--- src/rtl/seq_addsub_unit.sv ---
// Multi-cycle signed/unsigned adder-subtractor, CHUNK bits per cycle, LSB first.
// Latency: done pulses NCHUNK cycles after the accept edge; one op per NCHUNK+1 cycles.
// Backpressure: start is accepted only while busy=0; start during RUN is ignored.
//
// Ports:
//   clk, rst_n             rising-edge clock, asynchronous active-low reset
//   start, mode, a, b      request, 0=add / 1=subtract, operands (sampled at accept)
//   busy, done             operation in progress, one-cycle completion pulse
//   result                 sum/difference, valid from done until the next accept
//   carry_out, overflow,   final carry (subtract: 1 = no borrow), signed overflow,
//   zero                   result==0; flags hold until the next completion
//
// Optional build macro ADDSUB_SATURATE_EN: clamps result on signed overflow.
module seq_addsub_unit #(
  parameter int WIDTH = 16,
  parameter int CHUNK = 4
) (
  input  logic             clk,
  input  logic             rst_n,
  input  logic             start,
  input  logic             mode,
  input  logic [WIDTH-1:0] a,
  input  logic [WIDTH-1:0] b,
  output logic             busy,
  output logic             done,
  output logic [WIDTH-1:0] result,
  output logic             carry_out,
  output logic             overflow,
  output logic             zero
);

  localparam int NCHUNK = WIDTH / CHUNK;
  localparam int IDXW   = (NCHUNK > 1) ? $clog2(NCHUNK) : 1;

  localparam logic [1:0] S_IDLE = 2'd0;
  localparam logic [1:0] S_RUN  = 2'd1;
  localparam logic [1:0] S_DONE = 2'd2;

  logic [1:0]       state;
  logic [WIDTH-1:0] a_q;
  logic [WIDTH-1:0] b_q;      // b already inverted for subtract
  logic [WIDTH-1:0] res_q;
  logic             carry_q;
  logic [IDXW-1:0]  idx;
  logic             co_q;
  logic             ov_q;
  logic             zero_q;

  logic             accept;
  logic             last;
  logic [CHUNK-1:0] a_chk;
  logic [CHUNK-1:0] b_chk;
  logic [CHUNK:0]   chk_sum;
  logic             msb_cin;
  logic             ov_next;
  logic [WIDTH-1:0] res_next;
  logic [WIDTH-1:0] res_final;

  assign accept = start && (state != S_RUN);
  assign last   = (idx == IDXW'(NCHUNK - 1));

  always_comb begin
    a_chk    = a_q[int'(idx) * CHUNK +: CHUNK];
    b_chk    = b_q[int'(idx) * CHUNK +: CHUNK];
    chk_sum  = {1'b0, a_chk} + {1'b0, b_chk} + {{CHUNK{1'b0}}, carry_q};
    // The sum bit at the MSB is a^b^cin, so the carry into the MSB falls out
    // of the chunk sum without a second adder.
    msb_cin  = chk_sum[CHUNK-1] ^ a_chk[CHUNK-1] ^ b_chk[CHUNK-1];
    ov_next  = msb_cin ^ chk_sum[CHUNK];
    res_next = res_q;
    res_next[int'(idx) * CHUNK +: CHUNK] = chk_sum[CHUNK-1:0];
`ifdef ADDSUB_SATURATE_EN
    // On overflow both effective operands share a sign; a's MSB picks the rail.
    if (ov_next) begin
      res_final = a_chk[CHUNK-1] ? {1'b1, {(WIDTH-1){1'b0}}}
                                 : {1'b0, {(WIDTH-1){1'b1}}};
    end else begin
      res_final = res_next;
    end
`else
    res_final = res_next;
`endif
  end

  always_ff @(posedge clk or negedge rst_n) begin
    if (!rst_n) begin
      state   <= S_IDLE;
      a_q     <= '0;
      b_q     <= '0;
      res_q   <= '0;
      carry_q <= 1'b0;
      idx     <= '0;
      co_q    <= 1'b0;
      ov_q    <= 1'b0;
      zero_q  <= 1'b0;
    end else begin
      case (state)
        S_IDLE, S_DONE: begin
          if (accept) begin
            state   <= S_RUN;
            a_q     <= a;
            b_q     <= b ^ {WIDTH{mode}};
            carry_q <= mode;   // +1 completes the two's-complement negate
            idx     <= '0;
          end else begin
            state <= S_IDLE;
          end
        end
        S_RUN: begin
          carry_q <= chk_sum[CHUNK];
          if (last) begin
            state  <= S_DONE;
            idx    <= '0;
            res_q  <= res_final;
            co_q   <= chk_sum[CHUNK];
            ov_q   <= ov_next;
            zero_q <= (res_final == '0);
          end else begin
            idx   <= idx + IDXW'(1);
            res_q <= res_next;
          end
        end
        default: state <= S_IDLE;
      endcase
    end
  end

  assign busy      = (state == S_RUN);
  assign done      = (state == S_DONE);
  assign result    = res_q;
  assign carry_out = co_q;
  assign overflow  = ov_q;
  assign zero      = zero_q;

endmodule

--- config.mk ---
export PLATFORM = sky130hd
export DESIGN_NAME = seq_addsub_unit
export DESIGN_NICKNAME = d
export VERILOG_FILES = /design/src/rtl/seq_addsub_unit.sv
export SDC_FILE = /design/constraint.sdc
export NUM_CORES = 1
export LEC_CHECK = 0
export BUFFER_PORTS_ARGS = -buffer_cell sky130_fd_sc_hd__buf_4
export CORE_MARGIN = 8
export CORE_UTILIZATION = 45
export DETAILED_ROUTE_END_ITERATION = 16
export PLACE_DENSITY = 0.67
export SYNTH_ARGS = -nofsm -noshare
export SYNTH_HDL_FRONTEND = slang
export SYNTH_SLANG_ARGS = --single-unit
--- constraint.sdc ---
create_clock -name clk -period 10.3 [get_ports clk]
set_clock_uncertainty 0.2 [all_clocks]
set_input_delay 1.545 -clock clk [delete_from_list [all_inputs] [get_ports clk]]
set_output_delay 1.545 -clock clk [all_outputs]
set_load 0.01 [all_outputs]
==> results.txt, run 1 <==
----------------------------------------------------
[Run status]
  Result of the run ... finished, final reports clean

[Floorplanning]
  Core Area ... 0.006205 mm²
  Total Die Area ... between 0.009 and 0.01 mm²
  Height of the die ... about 95 µm
  Horizontal die dimension ... 95.06 µm
  Initial cell density of the core ... 0.4533
  Row cnt ... 29
  IO Pins ... 57

[Layout]
  Cell area after layout ... 0.003387 mm²
  Number of fill cells ... roughly 570
  Final layout net count ... between 300 and 400
  Fraction of layout cells with a size suffix above 1 ... 0.2429
  Most frequent cells in the layout ... 71 x sky130_fd_sc_hd__nand2_1, 57 x sky130_fd_sc_hd__buf_4, 56 x sky130_fd_sc_hd__dfrtp_1
  Leading cell type in the layout, fill and taps excluded ... sky130_fd_sc_hd__nand2_1
  Antenna diode count ... 0
  Growth of design area from synthesis to finish ... 20.42%
  Final core area utilization ... 0.5459

[Global routing]
  Wire length of the first global-routing pass ... ~10 mm
  Gr ovfl total ... 0
  Vias in the first global route ... 2024
  Pin count of the biggest net entering global routing ... 57
  Antenna violations before repair ... 0
  Global router's overall resource usage ... 0.1373

[Routing]
  Antenna Violating Nets Remaining ... 0
  Total via count after detailed routing ... ~2000
  Avg Vias per Cell ... 5.195
  Post-DR wirelength/cell ... 15.01 µm
  Post-route DRC violation count ... 0
  Post-Route WL ... 5.913 mm
  First DRT Iteration DRCs ... 90
  Drt first pass iters ... 4

[Pwr]
  Share of total power in the clock network ... 0.120
  Net Sw Frac ... 0.4123
  Switch Pwr ... 0.4692 mW
  Portion of total power attributed to combinational logic ... 0.533
  Peak supply drop ... 0.0001605 V
  Sequential group share of total power ... 0.347
  Pwr dens ... 336.0 mW/mm²
  Total power ... 1.138 mW
  Pint ... 0.6688 mW
  LEAKAGE ... 1.641 nW

[Timing]
  Max-slew headroom ... 0.2049
  Post-Route Setup TNS ... 0 ns
  Slew at the pin closest to its max-slew limit ... 1.190 ns
  Highest clock rate ... 0.2802 GHz
  Final clock period utilization by the worst path ... 0.3465
  RSZ-0062 raised after global routing ... no
  Final hold vios ... 0
  Setup Viol. Count Final ... 0
  Time the final worst path needs with I/O delays and setup ... between 3 and 4 ns
  Pins Over Slew Limit ... 0

[Min path]
  Worst Hold Launch ... a_q[11]
  Worst hold path stage count ... 2
  Endpoint, Worst Hold ... a_q[11]
  Type of the most critical hold path ... reg2reg

[Clocking]
  CTS Hold Buffers Added ... 0
  Clock-pin slew reported for the worst setup and hold paths after clock tree synthesis ... 0.10 ns
  H-Tree Depth ... 2
  Maximum clock path buffer count ... 2
  Clock network latency to the later pin of the worst-skew pair ... 0.30 ns
  Master cell of the clock root buffer ... sky130_fd_sc_hd__clkbuf_8
  Post-CTS sizing ... 0
  Setup fix buffers added after clock tree synthesis ... 0
  CTS Buf Count ... 5
  Sinks on the clock net ... 56
  TritonCTS clock tree ... done

[Worst setup path]
  Reg-to-reg endpoint ... overflow
  Data required time at the worst endpoint ... roughly 10 ns
  Largest stage delay on the critical path ... about 0.8 ns
  Data arrival at the endpoint of the critical path ... between 3 and 4 ns
  Crit path kind ... reg2reg
  Slack of the worst reg-to-reg path ... 6.73 ns
  Crit path max-delay family ... simple AND/OR/NAND/NOR gates
  CP max stage cell ... sky130_fd_sc_hd__dfrtp_1
  Crit path cell chain ... mux4_2, fa_1, and3_1, or3_1, and2_1, nor4b_1, or4b_1
  Sort of element at the end of the critical path ... flip-flop
  Worst Path Buf+Inv ... 0
  Critical R2R Launch ... idx[0]
  Reg2reg path depth ... 7
  Largest driver fanout on the critical path ... 16
  Worst setup SP type ... flip-flop

[Synth]
  Post-synth net total ... 313
  Synth cell types ... 40
  Async S/R FF share, synth ... 1.000
  Synth Warn # ... 0
  Dominant register cell in the synthesized netlist ... sky130_fd_sc_hd__dfrtp_1
  Yosys reg bits ... 56
  Cell area after technology mapping ... 0.002813 mm²
  Synthesized instance count ... 266
  Avg Synthesized Cell Area ... 10.57 µm²
  Post-synth EDFFs ... 0
  Share of the yosys chip area belonging to registers ... 0.4982

[Place]
  Area post-placement ... 0.003288 mm²
  Half-perimeter wire length after detailed placement ... 4.438 mm
  Count of port buffers added during placement ... 56
  Last weighted congestion value of the routability-driven placer ... 0.7767

[Run]
  Max_cap viols ... 0

----------------------------------------------------
[synthesized netlist by cell type, types with 2 or more instances]
master / n / area (µm²)
sky130_fd_sc_hd__a21o_1: 2 / 15.01
sky130_fd_sc_hd__a22o_1: 14 / 122.6
sky130_fd_sc_hd__a32o_1: 4 / 40.04
sky130_fd_sc_hd__and2_1: 3 / 18.77
sky130_fd_sc_hd__and3_1: 3 / 18.77
sky130_fd_sc_hd__buf_2: 3 / 15.01
sky130_fd_sc_hd__clkbuf_1: 8 / 30.03
sky130_fd_sc_hd__dfrtp_1: 56 / 1401
sky130_fd_sc_hd__fa_1: 2 / 40.04
sky130_fd_sc_hd__ha_1: 9 / 112.6
sky130_fd_sc_hd__inv_1: 6 / 22.52
sky130_fd_sc_hd__inv_2: 2 / 7.510
sky130_fd_sc_hd__mux4_2: 8 / 180.2
sky130_fd_sc_hd__nand2_1: 71 / 266.5
sky130_fd_sc_hd__nand2b_1: 2 / 12.51
sky130_fd_sc_hd__nand3_1: 2 / 10.01
sky130_fd_sc_hd__nand3b_1: 3 / 22.52
sky130_fd_sc_hd__nor2_1: 5 / 18.77
sky130_fd_sc_hd__nor2b_1: 4 / 25.02
sky130_fd_sc_hd__nor4_1: 5 / 31.28
sky130_fd_sc_hd__o21ai_0: 19 / 95.09
sky130_fd_sc_hd__o22ai_1: 2 / 12.51
sky130_fd_sc_hd__xnor2_1: 16 / 140.1
[worst reg2reg max path: cells and delay by family (launching register included)]
family | cells | cell delay (ns)
and+or+nand+nor | 5 | 1.41
DFF | 1 | 0.82
muxes | 1 | 0.61
adders and majority gates | 1 | 0.41
[kinds of logic after synthesis]
logic type | Yosys count | share of synthesized area
compound gates | 49 | 0.1299
xor+xnor | 17 | 0.05293
fa+ha+maj | 11 | 0.05427
buf+inv | 20 | 0.02802
flops | 56 | 0.4982
mux | 8 | 0.06406
simple gates | 105 | 0.1726
[power groups by stage]
stage / Clock (mW) / Sequential [mW] / Combinational [mW]
2_1_floorplan: 0 / 0.380 / 0.442
3_3_place_gp: 0 / 0.399 / 0.595
3_5_place_dp: 0 / 0.402 / 0.614
4_1_cts: 0.141 / 0.397 / 0.615
5_1_grt: 0.148 / 0.412 / 0.674
6_report: 0.136 / 0.395 / 0.607
[layer usage]
layer | wire length (µm) | GRT usage
met1 | 2833 | 0.1861
met2 | 2679 | 0.2140
met3 | 355 | 0.04016
met4 | 45 | 0.02731
met5 | 0 | 0
[sequential cells by signal, indices dropped and copies added, names as in the netlist]
register,count
carry_q,1
state,2
a_q,16
idx,2
zero,1
b_q,16
overflow,1
carry_out,1
result,16
[worst max-delay path by stage]
stage                     endpoint    from  cells after the start
after floorplan           overflow  idx[0]                      8
after global placement    overflow  idx[0]                      7
after detailed placement  overflow  idx[0]                      7
after CTS                 overflow  idx[0]                      7
after global routing      overflow  idx[0]                      9
final                     overflow  idx[0]                      7
[area by class of cell]
type / count / area, µm² / area share
Tap cell: 77 / 96.34 / 0.02844
Sequential cell: 56 / 1401 / 0.4137
Clock inverter: 1 / 30.03 / 0.008866
Timing Repair Buffer: 57 / 427.9 / 0.1263
Clock buffer: 5 / 68.82 / 0.02032
Multi-Input combinational cell: 190 / 1333 / 0.3934
Inverter: 8 / 30.03 / 0.008866
[stage by stage]
| stage | hold slack, ns | setup WS (ns) | cells |
|---|---|---|---|
| 2_1_floorplan | 0.2403 | 6.970 | 266 |
| 3_3_place_gp | 0.2574 | 6.752 | 388 |
| 3_5_place_dp | 0.2620 | 6.698 | 388 |
| 4_1_cts | 0.2858 | 6.682 | 394 |
| 5_1_grt | 0.2918 | 6.536 | 394 |
| 6_report | 0.2778 | 6.731 | 394 |
(Power assumes the default switching activity.)
==> run 2: changes to the inputs <==
- PLACE_DENSITY: 0.67 -> 0.7
- clock period: 10.3 -> 3 ns (I/O delays scaled with it)
==> results.txt, run 2 (synthesis results as in run 1) <==
----------------------------------------------------
[Layout]
  Growth of design area from synthesis to finish ... 28.07%
  Antenna diode count ... 0 (unchanged)
  Most frequent cells in the layout ... 77 x sky130_fd_sc_hd__buf_4, 71 x sky130_fd_sc_hd__nand2_1, 55 x sky130_fd_sc_hd__dfrtp_1
  Leading cell type in the layout, fill and taps excluded ... sky130_fd_sc_hd__buf_4
  Fraction of layout cells with a size suffix above 1 ... 0.3176 (+0.07474)
  Final layout net count ... 386 (+5.8%)

[Routing]
  Total via count after detailed routing ... 2187 (+6.8%)
  Post-Route WL ... 6.352 mm (+7.4%)
  Post-DR wirelength/cell ... 15.23 µm (+1.5%)
  Post-route DRC violation count ... 0 (unchanged)
  First DRT Iteration DRCs ... 96 (+6.7%)
  Drt first pass iters ... 4 (unchanged)
  Antenna Violating Nets Remaining ... 0 (unchanged)
  Avg Vias per Cell ... 5.245 (+0.95%)

[Timing]
  Setup Viol. Count Final ... 1 (+1)
  Highest clock rate ... 0.3213 GHz (+15%)
  RSZ-0062 raised after global routing ... yes
  Worst hold slack ... 0.1280 ns (-0.1498 ns)
  Setup slack of the critical path after layout ... -0.1121 ns (-6.843 ns)
  Pins Over Slew Limit ... 0 (unchanged)
  Slew at the pin closest to its max-slew limit ... 0.6842 ns (-0.5060 ns)
  Final hold vios ... 0 (unchanged)
  Final clock period utilization by the worst path ... 1.037 (+0.6908)
  Time the final worst path needs with I/O delays and setup ... 3.112 ns (-0.4570 ns)
  Max-slew headroom ... 0.5439 (+0.3389)

[Worst setup path]
  Largest driver fanout on the critical path ... 7 (-9)
  Data required time at the worst endpoint ... 2.98 ns (-7.29 ns)
  Sort of element at the end of the critical path ... flip-flop
  Crit path kind ... reg2reg
  Worst setup SP type ... flip-flop
  Data arrival at the endpoint of the critical path ... 3.10 ns (-0.44 ns)
  Slack of the worst reg-to-reg path ... -0.11 ns (-6.84 ns)

[Floorplanning]
  IO Pins ... 57 (unchanged)
  Total Die Area ... 0.009036 mm² (unchanged)
  Initial cell density of the core ... 0.4533 (unchanged)
  Core Area ... 0.006205 mm² (unchanged)
  Horizontal die dimension ... 95.06 µm (unchanged)
  Row cnt ... 29 (unchanged)
  Height of the die ... 95.06 µm (unchanged)

[Run]
  Max_cap viols ... 0 (unchanged)

[Place]
  Setup slack after placement ... -0.1598 ns (-6.858 ns)
  Last weighted congestion value of the routability-driven placer ... 0.7869 (+1.3%)
  Half-perimeter wire length after detailed placement ... 4.718 mm (+6.3%)
  Count of port buffers added during placement ... 56 (unchanged)

[Clocking]
  Master cell of the clock root buffer ... sky130_fd_sc_hd__clkbuf_8
  Maximum clock path buffer count ... 2 (unchanged)
  CTS Buf Count ... 5 (unchanged)
  Clock network latency to the later pin of the worst-skew pair ... 0.31 ns (about the same)
  H-Tree Depth ... 2 (unchanged)
  TritonCTS clock tree ... done
  Sinks on the clock net ... 56 (unchanged)
  Clock-pin slew reported for the worst setup and hold paths after clock tree synthesis ... 0.10 ns (about the same)

[Global routing]
  Gr ovfl total ... 0 (unchanged)
  Antenna violations before repair ... 0 (unchanged)
  Pin count of the biggest net entering global routing ... 57 (unchanged)
  Vias in the first global route ... 2201 (+8.7%)
  Wire length of the first global-routing pass ... 10.28 mm (+5.2%)
  Global router's overall resource usage ... 0.1415 (+0.004171)

[Pwr]
  Pwr dens ... 1270 mW/mm² (+280%)
  LEAKAGE ... 1.741 nW (+6.1%)
  Peak supply drop ... 0.0005934 V (+270%)

[Run status]
  Result of the run ... finished with violations
  Violations in the final reports ... negative setup slack

[Min path]
  Type of the most critical hold path ... in2reg

----------------------------------------------------
[run 2: cell count changes in the layout (fill, tap and decap cells not counted), sizes merged]
| cell | change |
|---|---|
| dlygate4sd3 | +1 |
| buf | +20 |
| bufinv | -1 |
| clkbuf | +3 |
[run 2: worst paths after layout]
path | to | cells past startpoint | startpoint
max | overflow | 9 | idx[0]
min reg2reg | a_q[4] | 2 | a_q[4]
min | a_q[6] | 3 | a[6]
max in group asynchronous | idx[0] | 2 | rst_n
max reg2reg | overflow | 9 | idx[0]
min in group asynchronous | result[2] | 2 | rst_n
[run 2: area by class of cell]
type | count | area (µm²)
Sequential cell | 56 | 1403
Timing Repair Buffer | 78 | 588.1
Inverter | 8 | 30.03
Multi-Input combinational cell | 190 | 1395
Fill cell | 530 | 2603
Tap cell | 77 | 96.34
Clock buffer | 8 | 90.09
[run 2: timing repair]
action | CTS | global route
buffers inserted | 0 | 6
resized for setup | 1 | 7
hold endpoints to repair | 12 | 0
setup endpoints to repair | 1 | 4
hold buffers | 1 | 0
pin swaps | 0 | 5
[run 2: per-layer routing]
| layer | global-route usage | vias up | part of all wire |
|---|---|---|---|
| met2 | 0.2336 | 42 | 0.50 |
| met3 | 0.03307 | 8 | 0.040 |
| met5 | 0 | - | 0 |
| met1 | 0.1831 | 1072 | 0.45 |
| met4 | 0.03511 | 0 | 0.011 |
| li1 | - | 1065 | - |
[run 2: worst max-delay path: stages (launching register included)]
cell and delay [ns]:
sky130_fd_sc_hd__dfrtp_2 0.45, sky130_fd_sc_hd__mux4_2 0.55, sky130_fd_sc_hd__fa_2 0.38, sky130_fd_sc_hd__inv_2 0.07, sky130_fd_sc_hd__fa_2 0.24, sky130_fd_sc_hd__nor2b_4 0.05, sky130_fd_sc_hd__o21ai_4 0.15, sky130_fd_sc_hd__nor3b_4 0.27
sky130_fd_sc_hd__nor4_2 0.08, sky130_fd_sc_hd__or4b_1 0.53
[run 2: per-stage QoR]
| stage | TNS, ns | cells | power (mW) | area [µm²] | util |
|---|---|---|---|---|---|
| after floorplan | -0.05727 | 266 | 2.918 | 2835 | - |
| after global placement | -0.04085 | 402 | 3.817 | 3410 | 0.5495 |
| after detailed placement | -0.1598 | 402 | 3.906 | 3410 | 0.5495 |
| after CTS | -0.1449 | 411 | 4.358 | 3516 | 0.5666 |
| after global routing | -0.2036 | 417 | 4.940 | 3602 | 0.5806 |
| final | -0.1121 | 417 | 4.574 | 3602 | 0.5806 |
[run 2: report_power, final]
group	leakage (nW)	internal, mW	switching [mW]
registers	0.715	1.09	0.236
logic	0.981	1.47	1.36
clock network	0.0455	0.189	0.232
total	1.74	2.74	1.83
